### src/rtl/axil_arb_defs.sv
// Shared encodings for the two-master AXI4-Lite memory arbiter.
package axil_arb_defs;

  typedef enum logic [2:0] {
    IDLE,
    RD_ADDR,
    RD_RESP,
    WR_XFER,
    WR_RESP
  } state_e;

  typedef enum logic [1:0] {
    GNT_INST,
    GNT_DRD,
    GNT_DWR
  } gnt_e;

  // Which master port owned the most recently completed transaction.
  typedef enum logic {
    GNT_IPORT = 1'b0,
    GNT_DATA  = 1'b1
  } port_e;

  typedef enum logic [1:0] {
    RESP_OKAY   = 2'b00,
    RESP_EXOKAY = 2'b01,
    RESP_SLVERR = 2'b10,
    RESP_DECERR = 2'b11
  } resp_e;

endpackage

### src/rtl/arb_pick2.sv
// Two-requester picker: fixed priority to b, or round-robin against the last winner.
module arb_pick2 (
  input  logic       req_a,
  input  logic       req_b,
  input  logic       last,    // 1: b won the previous round
  input  logic       prio_b,
  output logic [1:0] gnt      // one-hot, gnt[0]=a, gnt[1]=b
);

  always_comb begin
    gnt = 2'b00;
    if (req_a && req_b) begin
      gnt = (prio_b || !last) ? 2'b10 : 2'b01;
    end else if (req_a) begin
      gnt = 2'b01;
    end else if (req_b) begin
      gnt = 2'b10;
    end
  end

endmodule

### src/rtl/axil_mem_arbiter.sv
// Fetch + data AXI4-Lite masters onto one slave, one transaction outstanding,
// grant held until the response handshake.
module axil_mem_arbiter
  import axil_arb_defs::*;
#(
  parameter int ADDR_W    = 32,
  parameter int DATA_W    = 32,
  parameter int DATA_PRIO = 1
) (
  input  logic                clk,
  input  logic                rst,
  input  logic [ADDR_W-1:0]   inst_araddr,
  input  logic                inst_arvalid,
  output logic                inst_arready,
  output logic [DATA_W-1:0]   inst_rdata,
  output logic [1:0]          inst_rresp,
  output logic                inst_rvalid,
  input  logic                inst_rready,
  input  logic [ADDR_W-1:0]   data_araddr,
  input  logic                data_arvalid,
  output logic                data_arready,
  output logic [DATA_W-1:0]   data_rdata,
  output logic [1:0]          data_rresp,
  output logic                data_rvalid,
  input  logic                data_rready,
  input  logic [ADDR_W-1:0]   data_awaddr,
  input  logic                data_awvalid,
  output logic                data_awready,
  input  logic [DATA_W-1:0]   data_wdata,
  input  logic [DATA_W/8-1:0] data_wstrb,
  input  logic                data_wvalid,
  output logic                data_wready,
  output logic [1:0]          data_bresp,
  output logic                data_bvalid,
  input  logic                data_bready,
  output logic [ADDR_W-1:0]   mem_araddr,
  output logic                mem_arvalid,
  input  logic                mem_arready,
  input  logic [DATA_W-1:0]   mem_rdata,
  input  logic [1:0]          mem_rresp,
  input  logic                mem_rvalid,
  output logic                mem_rready,
  output logic [ADDR_W-1:0]   mem_awaddr,
  output logic                mem_awvalid,
  input  logic                mem_awready,
  output logic [DATA_W-1:0]   mem_wdata,
  output logic [DATA_W/8-1:0] mem_wstrb,
  output logic                mem_wvalid,
  input  logic                mem_wready,
  input  logic [1:0]          mem_bresp,
  input  logic                mem_bvalid,
  output logic                mem_bready
);

  state_e     state_q, state_d;
  gnt_e       gnt_q, gnt_d;
  port_e      last_q, last_d;
  logic       aw_done_q, aw_done_d;
  logic       w_done_q, w_done_d;
  logic [1:0] pick;
  logic       gnt_inst;
  logic       req_dwr;
  logic       aw_all;
  logic       w_all;

  assign req_dwr  = data_awvalid | data_wvalid;
  assign gnt_inst = (gnt_q == GNT_INST);

  arb_pick2 u_pick (
    .req_a  (inst_arvalid),
    .req_b  (data_arvalid | req_dwr),
    .last   (last_q == GNT_DATA),
    .prio_b (DATA_PRIO != 0),
    .gnt    (pick)
  );

  // Payloads are passed straight through; only valid/ready are gated by the grant.
  assign mem_araddr = gnt_inst ? inst_araddr : data_araddr;
  assign mem_awaddr = data_awaddr;
  assign mem_wdata  = data_wdata;
  assign mem_wstrb  = data_wstrb;
  assign inst_rdata = mem_rdata;
  assign inst_rresp = mem_rresp;
  assign data_rdata = mem_rdata;
  assign data_rresp = mem_rresp;
  assign data_bresp = mem_bresp;

  always_comb begin
    state_d      = state_q;
    gnt_d        = gnt_q;
    last_d       = last_q;
    aw_done_d    = aw_done_q;
    w_done_d     = w_done_q;
    inst_arready = 1'b0;
    inst_rvalid  = 1'b0;
    data_arready = 1'b0;
    data_rvalid  = 1'b0;
    data_awready = 1'b0;
    data_wready  = 1'b0;
    data_bvalid  = 1'b0;
    mem_arvalid  = 1'b0;
    mem_rready   = 1'b0;
    mem_awvalid  = 1'b0;
    mem_wvalid   = 1'b0;
    mem_bready   = 1'b0;
    aw_all       = 1'b0;
    w_all        = 1'b0;
    unique case (state_q)
      IDLE: begin
        if (pick[1]) begin
          // Store beats a simultaneous load from the same port.
          gnt_d   = req_dwr ? GNT_DWR : GNT_DRD;
          state_d = req_dwr ? WR_XFER : RD_ADDR;
        end else if (pick[0]) begin
          gnt_d   = GNT_INST;
          state_d = RD_ADDR;
        end
      end
      RD_ADDR: begin
        mem_arvalid  = gnt_inst ? inst_arvalid : data_arvalid;
        inst_arready = gnt_inst & mem_arready;
        data_arready = ~gnt_inst & mem_arready;
        if (mem_arvalid && mem_arready) state_d = RD_RESP;
      end
      RD_RESP: begin
        inst_rvalid = gnt_inst & mem_rvalid;
        data_rvalid = ~gnt_inst & mem_rvalid;
        mem_rready  = gnt_inst ? inst_rready : data_rready;
        if (mem_rvalid && mem_rready) begin
          state_d = IDLE;
          last_d  = gnt_inst ? GNT_IPORT : GNT_DATA;
        end
      end
      WR_XFER: begin
        mem_awvalid  = data_awvalid & ~aw_done_q;
        mem_wvalid   = data_wvalid & ~w_done_q;
        data_awready = mem_awready & ~aw_done_q;
        data_wready  = mem_wready & ~w_done_q;
        aw_all       = aw_done_q | (mem_awvalid & mem_awready);
        w_all        = w_done_q | (mem_wvalid & mem_wready);
        if (aw_all && w_all) begin
          state_d   = WR_RESP;
          aw_done_d = 1'b0;
          w_done_d  = 1'b0;
        end else begin
          aw_done_d = aw_all;
          w_done_d  = w_all;
        end
      end
      WR_RESP: begin
        data_bvalid = mem_bvalid;
        mem_bready  = data_bready;
        if (mem_bvalid && mem_bready) begin
          state_d = IDLE;
          last_d  = GNT_DATA;
        end
      end
      default: state_d = IDLE;
    endcase
  end

  always_ff @(posedge clk) begin
    if (rst) begin
      state_q   <= IDLE;
      gnt_q     <= GNT_INST;
      last_q    <= GNT_DATA;
      aw_done_q <= 1'b0;
      w_done_q  <= 1'b0;
    end else begin
      state_q   <= state_d;
      gnt_q     <= gnt_d;
      last_q    <= last_d;
      aw_done_q <= aw_done_d;
      w_done_q  <= w_done_d;
    end
  end

endmodule

### config.mk
export PLATFORM = sky130hd
export DESIGN_NAME = axil_mem_arbiter
export DESIGN_NICKNAME = d
export VERILOG_FILES = /design/src/rtl/axil_arb_defs.sv /design/src/rtl/arb_pick2.sv /design/src/rtl/axil_mem_arbiter.sv
export SDC_FILE = /design/constraint.sdc
export NUM_CORES = 1
export LEC_CHECK = 0
export CORE_AREA = 2 2 142 144
export CTS_CLUSTER_SIZE = 8
export DETAILED_ROUTE_END_ITERATION = 16
export DIE_AREA = 0 0 144 146
export SYNTH_ARGS = -nofsm -noshare
export SYNTH_HDL_FRONTEND = slang
export SYNTH_HIERARCHICAL = 1
export SYNTH_SLANG_ARGS = --single-unit
### constraint.sdc
create_clock -name clk -period 1.4 [get_ports clk]
set_input_delay 0.14 -clock clk [delete_from_list [all_inputs] [get_ports clk]]
set_output_delay 0.14 -clock clk [all_outputs]
set_load 0.02 [all_outputs]
Yosys cells after proc, flatten, opt, wreduce, memory -nomap -nowiden
Index checks and enable logic that the tools add are counted.
{"block": "word_totals", "reg_bits": 7, "latchBits": 0, "ram_bits": 0, "romBits": 0, "in_bits": 182, "elab_cells": 71, "mem_count": 0}
{"block": "classes", "addsub": 0, "mul": 0, "n_div": 0, "n_lt_le_gt_ge": 0, "n_eq_ne": 9, "shift": 0, "n_mux": 31, "bitwise_logic": 17, "n_reduce_logical": 10}
{"operator": "two-way mux 32 bit", "count": 1}
{"operator": "two-way mux 3 bit", "count": 6}
{"operator": "two-way mux 1 bit", "count": 16}
{"operator": "case mux 3 bit (5 select lines)", "count": 1}
{"operator": "two-way mux 2 bit", "count": 7}
{"operator": "bitwise AND 1 bit", "count": 10}
{"operator": "inequality test 2 bit, second input constant", "count": 4}
{"operator": "equality test 3 x 2 -> 1 bit, second input constant", "count": 2}
{"operator": "logical AND 1 bit", "count": 5}
{"operator": "AND reduction 5 bit", "count": 1}
{"operator": "OR 1 bit", "count": 4}
{"operator": "equality test 3 x 1 -> 1 bit, second input constant", "count": 1}
{"operator": "equality test 3 bit, second input constant", "count": 1}
{"operator": "zero test 3 bit", "count": 1}
{"operator": "inequality test 3 bit, second input constant", "count": 1}
{"operator": "NOT 1 bit", "count": 3}
{"operator": "zero test 2 bit", "count": 1}
{"operator": "AND reduction 2 bit", "count": 1}
{"operator": "nonzero test 2 bit", "count": 1}

Longest topological paths before layout
{"block": "depth", "ltp_word": 8, "depth_mapped": 6}

Modules after synthesis
Netlist, hierarchy kept.
{"module": "axil_mem_arbiter", "instances": 1, "cells_each": 248, "area_per_inst_um2": 1999.4}
{"module": "arb_pick2", "instances": 1, "cells_each": 4, "area_per_inst_um2": 30.0}

Worst setup path after synthesis
Ideal clock, no wire load.
{"block": "synth_path", "path_type": "register to output", "startpoint": "reg gnt_q[1]", "endpoint": "out mem_arvalid", "arrival_time_ns": 1.382, "required_time_ns": 1.260, "slack_ns": -0.122, "path_stages_with_launch": 5, "path_cell_list": "dfxtp_1 -> nor2_2 -> buf_2 -> nand2_1 -> a21boi_0"}
{"block": "synth_between", "elab_chain_cells": 3}
{"element": "from (decl)", "line": "axil_mem_arbiter.sv:56", "text": "gnt_e gnt_q, gnt_d;"}
{"element": "from (signal assigned)", "line": "axil_mem_arbiter.sv:171", "text": "gnt_q <= gnt_d;"}
{"element": "zero test 2 bit", "line": "axil_mem_arbiter.sv:67", "text": "assign gnt_inst = (gnt_q == GNT_INST);"}
{"element": "two-way mux 1 bit", "line": "axil_mem_arbiter.sv:120", "text": "mem_arvalid = gnt_inst ? inst_arvalid : data_arvalid;"}
{"element": "two-way mux 1 bit", "line": "axil_mem_arbiter.sv:108", "text": "unique case (state_q)"}
{"element": "to (decl)", "line": "axil_mem_arbiter.sv:37", "text": "output logic mem_arvalid,"}
Every way passes these cells.

Final worst setup path
{"block": "layout_path", "startpoint": "reg gnt_q[0]", "endpoint": "out mem_araddr[23]"}
{"block": "layout_between", "elab_chain_cells": 2}
{"element": "zero test 2 bit", "line": "axil_mem_arbiter.sv:67"}
{"element": "two-way mux 32 bit", "line": "axil_mem_arbiter.sv:78", "text": "assign mem_araddr = gnt_inst ? inst_araddr : data_araddr;"}
{"element": "to (decl)", "line": "axil_mem_arbiter.sv:36", "text": "output logic [ADDR_W-1:0] mem_araddr,"}
Every way passes these cells.

==> impl_metrics.py <==
metrics = {
    "clock_tree": {
        "htreeDepth": 1,
        "clkTransAtPathRegs_ns": 0.04,
        "ctsHoldBuffers": 0,
        "cts_tree": "done",
        "worstSkewPairLatency_ns": 0.24,
        "cts_buffers": 3,
        "cts_buffer_depth": 2,
        "cts-root-buf": "clkbuf_16",
        "cts.sinks": 8,
    },
    "route": {
        "drt_first_pass_iters": 4,
        "wl_mm": 8.42,
        "ant_nets": 0,
        "vias": 1789,
        "routedWlPerCell_um": 15.2,
        "avgViaCountPerCell": 3.24,
        "drtIter0Drc": 36,
        "drc": 0,
    },
    "worst_setup_path": {
        "path_max_fanout": 10,
        "crit_arrival_ns": 1.52,
        "cp_common_cell": "buf_12",
        "startpoint_type": "flop",
        "critPathTopFamily": "buffers and inverters",
        "slowest_stage": "dfxtp_2",
        "path_buf_inv": 3,
        "crit_required_ns": 1.26,
        "crit_type": "flop to output port",
        "worst_setup_path_end_kind": "output port",
        "crit_chain": "nor2_4 > buf_12 > buf_12 > mux2_2 > buf_2",
        "slowest_delay_ns": 0.33,
    },
    "global_route": {
        "first_global_vias": 1843,
        "antenna_found_initial": 0,
        "grtUsageTotal": 0.0716,
        "grt_max_degree": 27,
        "grt_first_pass_wirelength_mm": 11.1,
        "grt_overflow": 0,
    },
    "sta": {
        "final.setup.tns_ns": -8.42,
        "fmax_ghz": 0.604,
        "finalHoldViolations": 0,
        "rsz0062_at_grt": "true",
        "final_max_slew_viol_count": 0,
        "finalSetupViolations": 45,
        "setup_slack_ns": -0.256,
        "finalCritPeriodShare": 1.18,
        "finalCriticalPeriod_ns": 1.66,
        "finClkSkew_ns": 0.00358,
    },
    "cells_and_area": {
        "fin_util": 0.174,
        "antennaDiodeCount": 0,
        "layout_commonest_cell": "clkdlybuf4s50_1",
        "area_delta_synth_final_pct": 65.8,
        "instances_no_fill": 553,
        "drive_above_1_share": 0.594,
        "mostFrequentLayoutCells": "clkdlybuf4s50_1 (74), buf_6 (48), buf_4 (37)",
        "final_nets": 472,
    },
    "place": {
        "dp_cells": 525,
        "hpwl_mm": 6.61,
        "io_buffer_count": 121,
        "gp_congestion": 0.796,
    },
    "die": {
        "die_area_sq_mm": 0.0210,
        "die_w_um": 144,
        "ioPinCount": 364,
        "core-area_sq_mm": 0.0193,
        "die_h_um": 146,
        "num_rows": 51,
        "initial_core_util": 0.105,
    },
    "synthesis": {
        "ys_async_sr_fraction": 0,
        "synth_cells": 252,
        "synth_flop_cell": "dfxtp_1",
        "syn-mean-instance-area_sq_um": 8.05,
        "synth_cell_types": 37,
        "yosysTopAreaCell": "buf_4",
        "synth_warnings": 6,
        "synth-edff-count": 0,
        "syn_area_sq_mm": 0.00203,
        "synth_top_cell_area_share": 0.510,
        "synth_seq_cells": 8,
        "synth_nets": 434,
        "synthTopCellsByArea": "buf_4 (51%), mux2_2 (18%), dfxtp_1 (7.9%), nor3b_2 (1.8%), a21oi_1 (1.7%)",
        "synth_seq_area_share": 0.0789,
    },
    "min_path": {
        "min_path_type": "primary input to output port",
    },
    "power": {
        "power.leakage_nw": 1.37,
        "ir_drop_uv": 436,
        "p_per_area_mw_per_mm2": 1250,
        "power_w": 0.00420,
    },
    "run_status": {
        "status": "finished, violations left",
        "failed_checks": "setup timing",
    },
    "run": {
        "drv_cap": 0,
    },
}
-- power by group --
part | internal, W | switching (W)
clock | 0.000370 | 0.000132
combinational | 0.00193 | 0.00141
sequential | 0.000294 | 0.0000707
-- routing by layer --
| metal | vias up | part of all wire | routed length (um) | track usage |
|---|---|---|---|---|
| met3 | 85 | 0.13 | 1120 | 0.0369 |
| li1 | 774 | - | - | - |
| met1 | 805 | 0.30 | 2540 | 0.0589 |
| met4 | 2 | 0.10 | 882 | 0.0824 |
| met2 | 123 | 0.46 | 3830 | 0.112 |
| met5 | - | 0.0050 | 42 | 0.0167 |
-- what timing repair did --
action	in CTS	in global routing
buffers inserted	8	17
cloned	0	2
gates resized for setup	195	122
pin swaps	15	12
setup endpoints to repair	50	50
-- logic make-up after synthesis --
family | share of synthesized area
flip-flops | 0.0789
other | 0.00185
AO/OA/AOI/OAI | 0.0814
buffers and inverters | 0.529
AND/OR/NAND/NOR | 0.125
multiplexers | 0.184
-- worst register-to-register path: stages (launching register included) --
cell	delay, ns
dfxtp_2	0.33
buf_6	0.12
or2_4	0.25
buf_6	0.13
mux2i_4	0.18
buf_4	0.15
o21a_1	0.18
o31ai_1	0.17
-- sequential cells by signal, summed over array words and instances, names as in the netlist --
name and cells:
aw_done_q 1, gnt_q 2, last_q 1, state_q 3, w_done_q 1
-- metrics by stage --
step                area (sq um)  worst slack (ns)  hold slack (ns)
finish                      3370            -0.256            0.280
global route                3370            -0.310            0.280
CTS                         2920            -0.362            0.280
detailed placement          2740            -0.528            0.280
global placement            2740            -0.511            0.280
floorplan                   2030           0.00164            0.294
-- synthesized netlist by cell type, types with 3 or more instances --
cell	n
buf_4	138
mux2_2	32
nand2_1	9
nor2_1	9
dfxtp_1	8
a21oi_1	7
nor3b_1	4
o21ai_0	4
buf_2	3
nor3b_2	3
-- final timing paths --
check / from / end / slack, ns / depth (start not counted)
setup / recovery: gnt_q[0] / mem_araddr[23] / -0.26 / 5
hold / removal: data_awaddr[26] / mem_awaddr[26] / 0.28 / 0
setup reg to reg: gnt_q[0] / last_q / -0.19 / 7
hold reg to reg: aw_done_q / aw_done_q / 0.55 / 2
-- cell type report --
type / count / area, sq um
fillers: 2163 / 16000
repair buffers: 176 / 1730
multi-input cells: 99 / 1050
well taps: 265 / 332
flip-flops and latches: 8 / 174
clock buffers: 3 / 75.1
inverters: 2 / 7.51
(Power assumes the default switching activity.)
